<file path="src/rtl/fidget_memory_fifo_ctrl_if.sv">
// Bundle of the FIFO controller's data-path signals: upstream handshake,
// downstream handshake, occupancy, and the dual-port memory ports.
// The slave modport is the controller's view; master is the surrounding
// environment (producer, consumer and the memory instance).
interface fidget_memory_fifo_ctrl_if #(
  parameter int WIDTH = 80,
  parameter int DEPTH = 256
);
  localparam int AW = $clog2(DEPTH);

  // upstream
  logic [WIDTH-1:0] in_data;
  logic             in_valid;
  logic             in_ready;
  // downstream
  logic [WIDTH-1:0] out_data;
  logic             out_valid;
  logic             out_ready;
  // occupancy
  logic [AW+1:0]    count;
  // memory ports
  logic             mem_write_enable;
  logic [AW-1:0]    mem_write_addr;
  logic [WIDTH-1:0] mem_write_data;
  logic             mem_read_enable;
  logic [AW-1:0]    mem_read_addr;
  logic [WIDTH-1:0] mem_read_data;

  modport slave (
    input  in_data, in_valid, out_ready, mem_read_data,
    output in_ready, out_data, out_valid, count,
           mem_write_enable, mem_write_addr, mem_write_data,
           mem_read_enable, mem_read_addr
  );

  modport master (
    output in_data, in_valid, out_ready, mem_read_data,
    input  in_ready, out_data, out_valid, count,
           mem_write_enable, mem_write_addr, mem_write_data,
           mem_read_enable, mem_read_addr
  );
endinterface

</file>
<file path="src/rtl/fidget_memory_fifo_ctrl.sv">
// Synchronous FIFO controller around an external dual-port block RAM with a
// one-cycle registered read. A two-entry output buffer (head + skid) absorbs
// the read latency so the FIFO can pop one word every cycle.
module fidget_memory_fifo_ctrl #(
  parameter int WIDTH = 80,
  parameter int DEPTH = 256
) (
  input logic                       clock,
  input logic                       reset,
  input logic                       flush,
  fidget_memory_fifo_ctrl_if.slave  bus
);
  localparam int AW = $clog2(DEPTH);
  localparam logic [AW:0] RAM_FULL = (AW+1)'(DEPTH);

  // state
  logic [AW-1:0]    wr_ptr_q, wr_ptr_d;
  logic [AW-1:0]    rd_ptr_q, rd_ptr_d;
  logic [AW:0]      ram_count_q, ram_count_d;
  logic             rd_pending_q, rd_pending_d;
  logic [WIDTH-1:0] head_q, head_d;
  logic [WIDTH-1:0] skid_q, skid_d;
  logic [1:0]       buf_count_q, buf_count_d;

  // handshake / issue terms
  logic       in_ready;
  logic       push;
  logic       pop;
  logic       rd_issue;
  logic [2:0] buf_committed;
  logic [1:0] buf_after_pop;

  // Handshakes and read issue. A read is issued only if the buffer will
  // still have a free slot for it once the outstanding read lands and
  // this cycle's pop has left; that alone guarantees no buffer overflow.
  always_comb begin
    in_ready      = (ram_count_q != RAM_FULL) && !reset && !flush;
    push          = bus.in_valid && in_ready;
    pop           = (buf_count_q != 2'd0) && bus.out_ready;
    buf_committed = {1'b0, buf_count_q} + {2'b00, rd_pending_q} - {2'b00, pop};
    rd_issue      = (ram_count_q != '0) && (buf_committed < 3'd2) && !flush && !reset;
    buf_after_pop = buf_count_q - {1'b0, pop};
  end

  // Next-state: pointers, RAM occupancy, read tracking and output buffer.
  always_comb begin
    wr_ptr_d     = wr_ptr_q;
    rd_ptr_d     = rd_ptr_q;
    ram_count_d  = ram_count_q;
    rd_pending_d = rd_issue;
    head_d       = head_q;
    skid_d       = skid_q;
    buf_count_d  = buf_after_pop;

    if (push) begin
      wr_ptr_d = wr_ptr_q + 1'b1;
    end
    if (rd_issue) begin
      rd_ptr_d = rd_ptr_q + 1'b1;
    end
    // A word written this cycle only becomes readable next cycle.
    ram_count_d = ram_count_q + {{AW{1'b0}}, push} - {{AW{1'b0}}, rd_issue};

    // Popping with both entries full promotes the skid word to head.
    if (pop && (buf_count_q == 2'd2)) begin
      head_d = skid_q;
    end
    // Returning read data fills the first free slot after the pop.
    if (rd_pending_q) begin
      if (buf_after_pop == 2'd0) begin
        head_d = bus.mem_read_data;
      end else begin
        skid_d = bus.mem_read_data;
      end
      buf_count_d = buf_after_pop + 2'd1;
    end
  end

  // State register; flush clears everything, including any in-flight read.
  always_ff @(posedge clock) begin
    if (reset || flush) begin
      wr_ptr_q     <= '0;
      rd_ptr_q     <= '0;
      ram_count_q  <= '0;
      rd_pending_q <= 1'b0;
      head_q       <= '0;
      skid_q       <= '0;
      buf_count_q  <= 2'd0;
    end else begin
      wr_ptr_q     <= wr_ptr_d;
      rd_ptr_q     <= rd_ptr_d;
      ram_count_q  <= ram_count_d;
      rd_pending_q <= rd_pending_d;
      head_q       <= head_d;
      skid_q       <= skid_d;
      buf_count_q  <= buf_count_d;
    end
  end

  // Output wiring.
  assign bus.in_ready         = in_ready;
  assign bus.out_valid        = (buf_count_q != 2'd0);
  assign bus.out_data         = head_q;
  assign bus.count            = {1'b0, ram_count_q} + {{AW+1{1'b0}}, rd_pending_q}
                              + {{AW{1'b0}}, buf_count_q};
  assign bus.mem_write_enable = push;
  assign bus.mem_write_addr   = wr_ptr_q;
  assign bus.mem_write_data   = bus.in_data;
  assign bus.mem_read_enable  = rd_issue;
  assign bus.mem_read_addr    = rd_ptr_q;

endmodule

</file>
<file path="src/flat_wrapper.sv">
// flat-port wrapper written by rule: the top's interface ports become plain ports
module fidget_memory_fifo_ctrl_flat 
#(
  parameter int WIDTH = 80,
  parameter int DEPTH = 256
)
  (clock, reset, flush, bus_in_data, bus_in_valid, bus_out_ready, bus_mem_read_data, bus_in_ready, bus_out_data, bus_out_valid, bus_count, bus_mem_write_enable, bus_mem_write_addr, bus_mem_write_data, bus_mem_read_enable, bus_mem_read_addr);
  fidget_memory_fifo_ctrl_if #(.WIDTH(WIDTH), .DEPTH(DEPTH)) bus_i ();
  input logic clock;
  input logic reset;
  input logic flush;
  input wire logic [$bits(bus_i.in_data)-1:0] bus_in_data;
  input wire logic [$bits(bus_i.in_valid)-1:0] bus_in_valid;
  input wire logic [$bits(bus_i.out_ready)-1:0] bus_out_ready;
  input wire logic [$bits(bus_i.mem_read_data)-1:0] bus_mem_read_data;
  output wire logic [$bits(bus_i.in_ready)-1:0] bus_in_ready;
  output wire logic [$bits(bus_i.out_data)-1:0] bus_out_data;
  output wire logic [$bits(bus_i.out_valid)-1:0] bus_out_valid;
  output wire logic [$bits(bus_i.count)-1:0] bus_count;
  output wire logic [$bits(bus_i.mem_write_enable)-1:0] bus_mem_write_enable;
  output wire logic [$bits(bus_i.mem_write_addr)-1:0] bus_mem_write_addr;
  output wire logic [$bits(bus_i.mem_write_data)-1:0] bus_mem_write_data;
  output wire logic [$bits(bus_i.mem_read_enable)-1:0] bus_mem_read_enable;
  output wire logic [$bits(bus_i.mem_read_addr)-1:0] bus_mem_read_addr;
  assign bus_i.in_data = bus_in_data;
  assign bus_i.in_valid = bus_in_valid;
  assign bus_i.out_ready = bus_out_ready;
  assign bus_i.mem_read_data = bus_mem_read_data;
  assign bus_in_ready = bus_i.in_ready;
  assign bus_out_data = bus_i.out_data;
  assign bus_out_valid = bus_i.out_valid;
  assign bus_count = bus_i.count;
  assign bus_mem_write_enable = bus_i.mem_write_enable;
  assign bus_mem_write_addr = bus_i.mem_write_addr;
  assign bus_mem_write_data = bus_i.mem_write_data;
  assign bus_mem_read_enable = bus_i.mem_read_enable;
  assign bus_mem_read_addr = bus_i.mem_read_addr;
  fidget_memory_fifo_ctrl #(.WIDTH(WIDTH), .DEPTH(DEPTH)) u_core (.clock(clock), .reset(reset), .flush(flush), .bus(bus_i));
endmodule
</file>
<file path="config.mk">
export PLATFORM = sky130hd
export DESIGN_NAME = fidget_memory_fifo_ctrl_flat
export DESIGN_NICKNAME = d
export VERILOG_FILES = /design/src/rtl/fidget_memory_fifo_ctrl_if.sv /design/src/rtl/fidget_memory_fifo_ctrl.sv /design/src/flat_wrapper.sv
export SDC_FILE = /design/constraint.sdc
export NUM_CORES = 1
export LEC_CHECK = 0
export BUFFER_PORTS_ARGS = -buffer_cell sky130_fd_sc_hd__buf_2
export CORE_MARGIN = 4
export CORE_UTILIZATION = 35
export DETAILED_ROUTE_END_ITERATION = 6
export PLACE_DENSITY = 0.7
export SLEW_MARGIN = 5
export SYNTH_ARGS = -nofsm -noshare
export SYNTH_HDL_FRONTEND = slang
export SYNTH_SLANG_ARGS = --single-unit
</file>
<file path="constraint.sdc">
create_clock -name clock -period 5.8 [get_ports clock]
set_input_delay 1.16 -clock clock [delete_from_list [all_inputs] [get_ports clock]]
set_output_delay 1.16 -clock clock [all_outputs]
set_load 0.1 [all_outputs]
</file>
* Yosys cells after proc, flatten, opt, wreduce, memory -nomap -nowiden
Index checks and enable logic that the tools add are counted.
Storage, ports and cells: register bits 188, output and inout port bits 190, input bits 165, logic and storage cells 40
Operators by class: reductions and logical operators 15, bitwise logic cells 1, magnitude comparators 1, mux-type cells 4, add/subtract/negate cells 10, equality and inequality tests 2
Operators with widths (number):
- two-way mux 80 bit | 3
- adder 8 x 1 -> 8 bit, second input constant | 2
- adder 10 x 2 -> 10 bit | 1
- adder 9 x 1 -> 10 bit | 1
- adder 9 x 1 -> 9 bit | 1
- inequality test 9 bit, second input constant | 1
- nonzero test 9 bit | 1
- subtractor 9 x 1 -> 9 bit | 1
- logical AND 1 bit | 8
- adder 2 x 1 -> 3 bit | 1
- less-than comparator 3 x 2 -> 1 bit, second input constant | 1
- subtractor 3 x 1 -> 3 bit | 1
- adder 2 x 1 -> 2 bit, second input constant | 1
- equality test 2 bit, second input constant | 1
- zero test 1 bit | 2
- zero test 2 bit | 1
- two-way mux 2 bit | 1
- AND reduction 2 bit | 1
- nonzero test 2 bit | 1
- subtractor 2 x 1 -> 2 bit | 1
- logical OR 1 bit | 1
- inverter 1 bit | 1

* Depth between registers and ports, before layout
Gate-level depths: netlist of the first run.
depth in word-level cells 8, depth in mapped cells 16, mapped depth without buffers 15

* Worst setup path before layout of the first run
Ideal clock, no wire load.
kind in2reg, from in bus_out_ready, to reg u_core.ram_count_q[8], arrival time 4.395 ns, path slack 1.278 ns, library setup time 0.127 ns, path buffers 0, cell stages on the path 15, required time 5.673 ns, path through xor2_1 nand2_1 fa_1 nor3b_1 o211ai_2 inv_1 ha_1 inv_1 ha_1 inv_1 fa_1 nor2b_1 o311a_1 o31ai_1 mux2i_1
Between the ends: word-level cells in the longest chain between the ends 7
Ends and longest elaborated chain:
- start: declaration | line flat_wrapper.sv:14 | input wire logic [$bits(bus_i.out_ready)-1:0] bus_out_ready;
- logical AND 1 bit | line fidget_memory_fifo_ctrl.sv:39 | pop = (buf_count_q != 2'd0) && bus.out_ready;
- subtractor 3 x 1 -> 3 bit | line fidget_memory_fifo_ctrl.sv:40 | buf_committed = {1'b0, buf_count_q} + {2'b00, rd_pending_q} - {2'b00, pop};
- less-than comparator 3 x 2 -> 1 bit | line fidget_memory_fifo_ctrl.sv:41 | rd_issue = (ram_count_q != '0) && (buf_committed < 3'd2) && !flush && !reset;
- logical AND 1 bit (3 in a row) | line fidget_memory_fifo_ctrl.sv:41
- net bus_mem_read_enable | line flat_wrapper.sv:23 | output wire logic [$bits(bus_i.mem_read_enable)-1:0] bus_mem_read_enable;
- subtractor 9 x 1 -> 9 bit | line fidget_memory_fifo_ctrl.sv:62 | ram_count_d = ram_count_q + {{AW{1'b0}}, push} - {{AW{1'b0}}, rd_issue};
- end signal: assignment | line fidget_memory_fifo_ctrl.sv:92 | ram_count_q <= ram_count_d;
- end: declaration | line fidget_memory_fifo_ctrl.sv:19 | logic [AW:0] ram_count_q, ram_count_d;
The timed path passes the listed nets, and every way through them passes these cells. A chain may end at the register's enable or synchronous reset.

* Worst setup path after layout of the first run
from in bus_out_ready, to out bus_mem_read_enable
Between the ends: word-level cells in the longest chain between the ends 6
Ends and longest elaborated chain (line):
- logical AND 1 bit | fidget_memory_fifo_ctrl.sv:39
- subtractor 3 x 1 -> 3 bit | fidget_memory_fifo_ctrl.sv:40
- less-than comparator 3 x 2 -> 1 bit | fidget_memory_fifo_ctrl.sv:41
- logical AND 1 bit (3 in a row) | fidget_memory_fifo_ctrl.sv:41
- end: declaration | flat_wrapper.sv:23
No other way between the ends.

==> results of run 1 <==
cells in the final DEF, fill, tap and decap left out, types with 3 or more instances in the layout:
master | netlist | final
xor2_1 | 8 | 8
a211oi_1 | 82 | 82
nand4_1 | 5 | 5
nand2_1 | 175 | 174
o31ai_1 | 6 | 6
ha_1 | 23 | 23
nand3_1 | 8 | 7
mux2i_1 | 85 | 85
clkbuf_16 | 0 | 17
a21oi_1 | 87 | 87
and2_1 | 4 | 4
nor2_1 | 99 | 98
dfxtp_1 | 188 | 188
o21ai_0 | 4 | 4
xnor2_1 | 9 | 9
and3_1 | 5 | 5
o211ai_1 | 5 | 5
fa_1 | 4 | 4
or3_1 | 8 | 8
inv_8 | 0 | 4
nor2b_1 | 3 | 3
buf_2 | 18 | 194
clkinv_4 | 0 | 3
inv_1 | 22 | 22
buf_4 | 86 | 5
flip-flops by register name, summed over array words and instances, names as in the netlist:
name and flops:
u_core.rd_pending_q 1, u_core.bus.mem_read_addr 8, u_core.bus.out_data 80, u_core.skid_q 80, u_core.bus.mem_write_addr 8, u_core.buf_count_q 2, u_core.ram_count_q 9
worst max-delay path, delay by kind of cell:
kind | cells | cell delay [ps]
adders and majority gates | 1 | 480
AOI/OAI and AO/OA | 1 | 290
buffers and inverters | 3 | 840
xor gates and xnor gates | 1 | 140
and+or+nand+nor | 2 | 320
per-layer routing:
layer	track usage	wire length, um
met1	0.185	9570
met2	0.242	9800
met3	0.0471	1230
met4	0.0506	435
met5	0	0
worst max path at each step:
stage                                  endpoint  slack, ps  depth (start not counted)           from
6_report                    bus_mem_read_enable       1400                          8  bus_out_ready
5_1_grt                     bus_mem_read_enable       1230                          8  bus_out_ready
4_1_cts                     bus_mem_read_enable       1400                          8  bus_out_ready
3_5_place_dp   u_core.ram_count_q[8]$_SDFF_PP0_       1340                         16  bus_out_ready
3_3_place_gp   u_core.ram_count_q[8]$_SDFF_PP0_       1400                         16  bus_out_ready
2_1_floorplan  u_core.ram_count_q[8]$_SDFF_PP0_       1280                         15  bus_out_ready
cells by family (layout without fill, tap and decap cells):
group	after synthesis	count (layout)	synth area share
AND/OR/NAND/NOR	324	324	0.154
AO/OA/AOI/OAI	196	196	0.144
flip-flops	188	188	0.432
buffers and inverters	168	254	0.113
multiplexers	85	85	0.0976
adder cells (fa/ha/maj)	27	27	0.0422
XOR/XNOR	17	17	0.0171
per-stage QoR:
step	power, uW	utilization	worst slack, ps	instance area, sq um	hold slack, ps
finish	4170	0.404	1400	9860	454
global route	4390	0.404	1230	9860	471
CTS	4220	0.404	1400	9860	457
detailed placement	3070	0.381	1340	9290	447
global placement	3050	0.381	1400	9290	442
floorplan	3040	-	1280	8720	436
cells in the mapped netlist (all sizes together), types with 3 or more instances:
cell type,count
a211oi,82
a21oi,88
clkbuf,39
and2,4
dfxtp,188
nor2b,3
nand4,5
o21ai,5
o31ai,6
xor2,8
or2,3
nand2,175
mux2i,85
ha,23
o211ai,6
inv,22
fa,4
nand3,8
and3,5
nand2b,3
or3,8
nor2,99
buf,107
xnor2,9
final cells by class:
class | count | area share
repair buffers | 200 | 0.104
inverters | 22 | 0.00838
well taps | 324 | 0.0411
multi-input cells | 649 | 0.407
flip-flops and latches | 188 | 0.382
clock buffers | 18 | 0.0445
clock inverters | 14 | 0.0132
report_power, final:
| group | internal, uW | total, uW | switching [uW] |
|---|---|---|---|
| logic | 336 | 1560 | 1220 |
| clock network | 580 | 1140 | 556 |
| registers | 1390 | 1480 | 84.7 |
| total | 2310 | 4170 | 1860 |
==> impl_metrics.env, run 1 <==
export IMPL_status="completed"
export IMPL_vias=7021
export IMPL_setup_tns_ps=0
export IMPL_cpMaxStageDelayCell="fa_1"
export IMPL_syn_cell_area_sq_mm=0.00872
export IMPL_area_delta_synth_final_pct=13.1
export IMPL_post_route_cells_drive_above_1_share=0.222
export IMPL_die_w_um=166
export IMPL_cts_setup_buffers=0
export IMPL_synth_flop_cell="dfxtp_1"
export IMPL_slew_viol_final=0
export IMPL_ant_nets=0
export IMPL_path_max_fanout=13
export IMPL_overflow=0
export IMPL_postSynthCellCount=1005
export IMPL_track_usage=0.148
export IMPL_synth_seq_cells=188
export IMPL_synth_area_top_cells="dfxtp_1, mux2i_1, nand2_1, buf_4, a211oi_1"
export IMPL_clk_latency_ps=430
export IMPL_synth_nets=1197
export IMPL_ys_async_sr_fraction=0
export IMPL_setup_violations=0
export IMPL_yosys_cell_types_count=46
export IMPL_fmax_mhz=227
export IMPL_dp_cells=1383
export IMPL_grt_max_degree=111
export IMPL_worstMarginPinSlew_ps=1220
export IMPL_cap_violations=0
export IMPL_fill_cells=2509
export IMPL_grt_pass1_wl_um=34300
export IMPL_synth_edff_count=0
export IMPL_clk_pin_slew_ps=70
export IMPL_slew_limit_headroom=0.188
export IMPL_irDropWorstVdd_uv=229
export IMPL_drt_iter0_markers=449
export IMPL_pin_count=355
export IMPL_multiInputGateArea_sq_mm=0.00401
export IMPL_antenna_found_initial=0
export IMPL_initial_core_util=0.357
export IMPL_start_kind="input pin"
export IMPL_min_from="u_core.skid_q[43]$_SDFFE_PP0P_"
export IMPL_cts_sinks=188
export IMPL_nNetsFinal=1270
export IMPL_whs_path_depth=2
export IMPL_fin_crit_ps=4400
export IMPL_tritoncts="built"
export IMPL_ys_warn_count=0
export IMPL_r2r_end="u_core.ram_count_q[8]$_SDFF_PP0_"
export IMPL_period_share=0.759
export IMPL_rows=57
export IMPL_gp_congestion=0.794
export IMPL_hold_viol=0
export IMPL_ff2ff_setup_slack_ps=1800
export IMPL_skew_ps=11.4
export IMPL_core_area_sq_mm=0.0244
export IMPL_syn_avg_cell_area_sq_um=8.67
export IMPL_worst_setup_path_end_kind="primary output"
export IMPL_p_leak_uw=0.00449
export IMPL_cp_arrival_ps=3240
export IMPL_hpwl_um=14000
export IMPL_seq_area_sq_mm=0.00376
export IMPL_portBuffers=194
export IMPL_rr_startpoint="u_core.buf_count_q[1]$_SDFF_PP0_"
export IMPL_rr_worst_depth=15
export IMPL_power_density_cell_area_mw_per_mm2=423
export IMPL_critPathMaxStageDelay_ps=480
export IMPL_hold_end="u_core.skid_q[43]$_SDFFE_PP0P_"
export IMPL_routedWlPerCell_um=14.9
export IMPL_die_h_um=166
export IMPL_cts_max_level=4
export IMPL_synth_seq_area_share=0.432
export IMPL_crit_type="input pin to primary output"
export IMPL_cp_required_ps=4640
export IMPL_synth_top_area_share=0.432
export IMPL_cts_made_buffers=17
export IMPL_rsz0062_at_grt="false"
export IMPL_postCtsResizedCells=0
export IMPL_worstPathCellList="buf_2, xor2_1, nand2_1, fa_1, nor3b_1, o211ai_2, inv_1, buf_2"
export IMPL_wl_um=21000
export IMPL_viasPerCell=4.96
export IMPL_yosys_area_top_type="dfxtp_1"
export IMPL_hold_class="flip-flop to flip-flop"
export IMPL_post_route_drc_count=0
export IMPL_clk_path_buf_depth=2
export IMPL_dieArea_sq_mm=0.0275
export IMPL_antennaDiodeCount=0
export IMPL_grt_pass1_vias=6596
export IMPL_crit_top_cell="buf_2"
export IMPL_stdcell_count=1415
export IMPL_firstDrtPassIters=6
export IMPL_cts_root_buf="clkbuf_16"
export IMPL_holdBufCountCts=0
(Power assumes the default switching activity.)
==> run 2: changes to the inputs <==
--- a/config.mk
+++ b/config.mk
@@ -9,7 +9,7 @@
 export CORE_MARGIN = 4
 export CORE_UTILIZATION = 35
 export DETAILED_ROUTE_END_ITERATION = 6
-export PLACE_DENSITY = 0.7
+export PLACE_DENSITY = 0.72
 export SLEW_MARGIN = 5
 export SYNTH_ARGS = -nofsm -noshare
 export SYNTH_HDL_FRONTEND = slang
==> constraint.sdc (replaced) <==
create_clock -name clock -period 4.04 [get_ports clock]
set_input_delay 0.808 -clock clock [delete_from_list [all_inputs] [get_ports clock]]
set_output_delay 0.808 -clock clock [all_outputs]
set_load 0.1 [all_outputs]
==> run 2 against run 1 <==
Against the previous run: clock power is 49% higher; clock skew up 3.3 ps; cell count is 0.28% higher; die area is the same; register-to-register slack worse by 1400 ps; worst setup slack lost 980 ps; sequential cell count unchanged; utilization rose by 0.61 points; non-clock buffer count is 4 higher; clock-buffer cell count down 1; largest cell class unchanged; largest power group unchanged; highest routed layer unchanged.
==> impl_metrics.env, run 2 (synthesis results as in run 1) <==
export IMPL_worst_slack_ps=417
export IMPL_critPathBufInv=3
export IMPL_cap_violations=0
export IMPL_post_route_cells_drive_above_1_share=0.233
export IMPL_clk_latency_ps=420
export IMPL_cpMaxStageDelayCell="dfxtp_1"
export IMPL_worstPathCellList="inv_1, and3_1, fa_1, nor3b_2, o211ai_2, clkinvlp_4, buf_2"
export IMPL_nNetsFinal=1274
export IMPL_fill_cells=2449
export IMPL_clk_pin_slew_ps=70
export IMPL_wl_um=20900
export IMPL_start_kind="flip-flop"
export IMPL_crit_type="flip-flop to primary output"
export IMPL_status="completed"
export IMPL_dieArea_sq_mm=0.0275
export IMPL_gp_congestion=0.786
export IMPL_grt_pass1_wl_um=34800
export IMPL_area_delta_synth_final_pct=14.8
export IMPL_postCtsResizedCells=0
export IMPL_cts_root_buf="clkbuf_16"
export IMPL_power_density_cell_area_mw_per_mm2=612
export IMPL_startpoint="u_core.rd_pending_q$_SDFF_PP0_"
export IMPL_rsz0062_at_grt="false"
export IMPL_cts_made_buffers=17
export IMPL_overflow=0
export IMPL_post_route_drc_count=0
export IMPL_irDropWorstVdd_uv=313
export IMPL_fin_crit_ps=3620
export IMPL_clk_path_buf_depth=2
export IMPL_min_from="u_core.skid_q[33]$_SDFFE_PP0P_"
export IMPL_cts_max_level=4
export IMPL_cts_setup_buffers=0
export IMPL_core_area_sq_mm=0.0244
export IMPL_critPathMaxStageDelay_ps=540
export IMPL_track_usage=0.148
export IMPL_initial_core_util=0.357
export IMPL_cts_sinks=188
export IMPL_rr_startpoint="u_core.rd_pending_q$_SDFF_PP0_"
export IMPL_design_area_sq_mm=0.0100
export IMPL_ant_nets=0
export IMPL_stdcell_count=1419
export IMPL_worst_setup_path_end_kind="primary output"
export IMPL_cp_required_ps=3230
export IMPL_grt_pass1_vias=6905
export IMPL_p_total_uw=6120
export IMPL_grt_max_degree=93
export IMPL_setup_tns_ps=0
export IMPL_skew_ps=14.8
export IMPL_critPathTopFamily="buffers and inverters"
export IMPL_worstMarginPinSlew_ps=1000
export IMPL_viasPerCell=4.96
export IMPL_slew_viol_final=0
export IMPL_cp_arrival_ps=2810
export IMPL_final_common_cell="buf_2"
export IMPL_rows=57
export IMPL_path_max_fanout=7
export IMPL_portBuffers=194
export IMPL_routedWlPerCell_um=14.7
export IMPL_die_h_um=166
export IMPL_tritoncts="built"
export IMPL_period_share=0.897
export IMPL_fmax_mhz=276
export IMPL_die_w_um=166
export IMPL_antennaDiodeCount=0
export IMPL_hold_viol=0
export IMPL_hpwl_um=14200
export IMPL_p_leak_uw=0.00453
export IMPL_pre_cts_ws_ps=241
export IMPL_hold_class="flip-flop to flip-flop"
export IMPL_firstDrtPassIters=4
export IMPL_vias=7044
export IMPL_pin_count=355
export IMPL_antenna_found_initial=0
export IMPL_setup_violations=0
export IMPL_place_area_sq_mm=0.00940
export IMPL_layout_common_cells="buf_2, dfxtp_1, nand2_1"
export IMPL_slew_limit_headroom=0.333
export IMPL_dp_cells=1387
export IMPL_holdBufCountCts=0
export IMPL_drt_iter0_markers=502
run 2: cell types whose count changed in the layout (fill, tap and decap cells not counted), moves of 2 or more:
cell	delta
inv_1	-3
buf_12	+3
ha_1	-2
clkinv_8	+3
inv_2	+2
ha_4	+2
inv_8	-2
run 2: power breakdown:
group / switching, uW / internal, uW / leakage (uW)
Clock: 814 / 887 / 0.000289
Combinational: 1780 / 519 / 0.00272
Sequential: 117 / 2000 / 0.00152
Total: 2710 / 3410 / 0.00453
run 2: routing by layer:
metal  up-vias  GRT usage  wire length (um)
met5         -          0                 0
met4         0     0.0534               539
met3        42     0.0431              1260
met2       203      0.242              9750
met1      3295      0.187              9340
li1       3504          -                 -
run 2: area by class of cell:
type                    count  area (sq um)  area share
flip-flops and latches    188          3760       0.376
multi-input cells         649          4050       0.404
well taps                 324           405      0.0405
clock inverters            15           181      0.0181
clock buffers              17           425      0.0425
repair buffers            204          1100       0.110
inverters                  22          86.3     0.00863
run 2: final timing paths:
kind | to | slack, ps | depth (start not counted)
worst min-delay path | u_core.skid_q[33]$_SDFFE_PP0P_ | 450 | 2
worst min register to register | u_core.skid_q[33]$_SDFFE_PP0P_ | 450 | 2
worst max register to register | u_core.ram_count_q[6]$_SDFF_PP0_ | 440 | 15
worst max-delay path | bus_mem_read_enable | 420 | 7
run 2: worst min-delay path, stage by stage, from the launching register on:
cell	delay, ps
dfxtp_1	310
nand2_1	50
a21oi_1	50
run 2: through the flow:
step | util | hold slack [ps]
after floorplan | - | 436
after global placement | 0.385 | 441
after detailed placement | 0.385 | 446
after CTS | 0.410 | 456
after global routing | 0.410 | 470
final | 0.410 | 452
==> run 3: changes to the inputs <==
--- a/config.mk
+++ b/config.mk
@@ -5,11 +5,12 @@
 export SDC_FILE = /design/constraint.sdc
 export NUM_CORES = 1
 export LEC_CHECK = 0
-export BUFFER_PORTS_ARGS = -buffer_cell sky130_fd_sc_hd__buf_2
+export CORE_ASPECT_RATIO = 2
 export CORE_MARGIN = 4
 export CORE_UTILIZATION = 35
 export DETAILED_ROUTE_END_ITERATION = 6
-export PLACE_DENSITY = 0.72
+export DONT_BUFFER_PORTS = 1
+export PLACE_DENSITY = 0.6
 export SLEW_MARGIN = 5
 export SYNTH_ARGS = -nofsm -noshare
 export SYNTH_HDL_FRONTEND = slang
==> run 3 against run 2 <==
Against the previous run: sequential share of layout area is 3.4 points higher; final area down 8.4%; combinational power shrank 39%; routed wire length increased by 5.7%; register-to-register slack better by 96 ps; clock skew fell by 6.7 ps; worst setup slack better by 120 ps; utilization down 3.6 points; via count down 10%; cell count is 12% lower; critical endpoint is now u_core.ram_count_q[8]$_SDFF_PP0_.
==> impl_metrics.env, run 3 (synthesis results as in run 1) <==
export IMPL_final_common_cell="dfxtp_1"
export IMPL_holdBufCountCts=0
export IMPL_tritoncts="built"
export IMPL_layout_common_cells="dfxtp_1, nand2_1, nor2_1"
export IMPL_die_h_um=231
export IMPL_seq_area_sq_mm=0.00376
export IMPL_period_share=0.867
export IMPL_worst_slack_ps=536
export IMPL_ant_nets=0
export IMPL_pre_cts_ws_ps=498
export IMPL_core_area_sq_mm=0.0245
export IMPL_setup_tns_ps=0
export IMPL_clk_path_buf_depth=2
export IMPL_utilization=0.374
export IMPL_die_w_um=120
export IMPL_track_usage=0.161
export IMPL_clk_pin_slew_ps=70
export IMPL_grt_pass1_vias=6175
export IMPL_clk_latency_ps=430
export IMPL_status="completed"
export IMPL_antenna_found_initial=0
export IMPL_vias=6319
export IMPL_cts_made_buffers=17
export IMPL_overflow=0
export IMPL_irDropWorstVdd_uv=358
export IMPL_rsz0062_at_grt="false"
export IMPL_slew_limit_headroom=0.217
export IMPL_worstMarginPinSlew_ps=1170
export IMPL_drt_iter0_markers=311
export IMPL_setup_violations=0
export IMPL_nNetsFinal=1094
export IMPL_stdcell_count=1246
export IMPL_initial_core_util=0.355
export IMPL_gp_congestion=0.793
export IMPL_hpwl_um=15400
export IMPL_postCtsResizedCells=0
export IMPL_pin_count=355
export IMPL_hold_viol=0
export IMPL_area_delta_synth_final_pct=5.17
export IMPL_fill_cells=2549
export IMPL_post_route_drc_count=0
export IMPL_multiInputGateArea_sq_mm=0.00410
export IMPL_fmax_mhz=285
export IMPL_path_max_fanout=7
export IMPL_hold_class="flip-flop to flip-flop"
export IMPL_grt_pass1_wl_um=34900
export IMPL_grt_max_degree=95
export IMPL_skew_ps=8.10
export IMPL_dieArea_sq_mm=0.0277
export IMPL_cp_arrival_ps=3870
export IMPL_p_leak_uw=0.00370
export IMPL_start_kind="flip-flop"
export IMPL_wl_um=22100
export IMPL_cts_max_level=4
export IMPL_viasPerCell=5.07
export IMPL_antennaDiodeCount=0
export IMPL_crit_type="flip-flop to flip-flop"
export IMPL_slew_viol_final=0
export IMPL_portBuffers=0
export IMPL_rows=81
export IMPL_p_total_uw=5960
export IMPL_fin_crit_ps=3500
export IMPL_cts_sinks=188
export IMPL_routedWlPerCell_um=17.7
export IMPL_cp_required_ps=4410
export IMPL_power_density_cell_area_mw_per_mm2=651
export IMPL_cap_violations=0
export IMPL_cts_root_buf="clkbuf_16"
export IMPL_firstDrtPassIters=4
export IMPL_dp_cells=1215
export IMPL_worst_setup_path_end_kind="flip-flop"
export IMPL_cts_setup_buffers=0
export IMPL_post_route_cells_drive_above_1_share=0.0864
==> run 3: per-stage QoR <==
step                      hold slack [ps]  cell area, sq um
after CTS                             456              9170
after global routing                  469              9170
after global placement                441              8600
after floorplan                       436              8760
after detailed placement              446              8600
final                                 452              9170
==> run 3: layout make-up <==
class / count / area share
clock inverters: 9 / 0.0124
flip-flops and latches: 188 / 0.411
well taps: 332 / 0.0453
multi-input cells: 649 / 0.448
clock buffers: 22 / 0.0495
inverters: 22 / 0.00942
repair buffers: 24 / 0.0251
==> run 3: final timing paths <==
kind                                                startpoint                               end  slack, ps  cells after the start
worst min register to register  u_core.skid_q[77]$_SDFFE_PP0P_    u_core.skid_q[77]$_SDFFE_PP0P_        450                      2
worst max-delay path            u_core.rd_pending_q$_SDFF_PP0_  u_core.ram_count_q[8]$_SDFF_PP0_        540                     15
worst min-delay path            u_core.skid_q[77]$_SDFFE_PP0P_    u_core.skid_q[77]$_SDFFE_PP0P_        450                      2
worst max register to register  u_core.rd_pending_q$_SDFF_PP0_  u_core.ram_count_q[8]$_SDFF_PP0_        540                     15
==> run 3: critical path, cell delays in order (launching register included) <==
cell,delay [ps]
dfxtp_1,550
inv_1,190
and3_1,220
fa_1,440
nor3b_2,170
o211ai_2,100
clkinvlp_4,150
ha_4,280
inv_2,30
ha_4,150
inv_2,50
fa_2,200
nor2b_2,50
o311a_1,370
o31ai_1,280
mux2i_1,210
==> run 3: report_power, final <==
| group | switching (uW) | internal [uW] | leakage, uW |
|---|---|---|---|
| Sequential | 899 | 2000 | 0.00152 |
| Clock | 720 | 930 | 0.000272 |
| Combinational | 957 | 456 | 0.00191 |
==> run 3: per-layer routing <==
| metal | vias to the layer above | wire, um | track usage |
|---|---|---|---|
| li1 | 3146 | - | - |
| met4 | 0 | 1360 | 0.110 |
| met5 | - | 0 | 0 |
| met3 | 107 | 1620 | 0.0542 |
| met2 | 172 | 11400 | 0.282 |
| met1 | 2894 | 7670 | 0.158 |
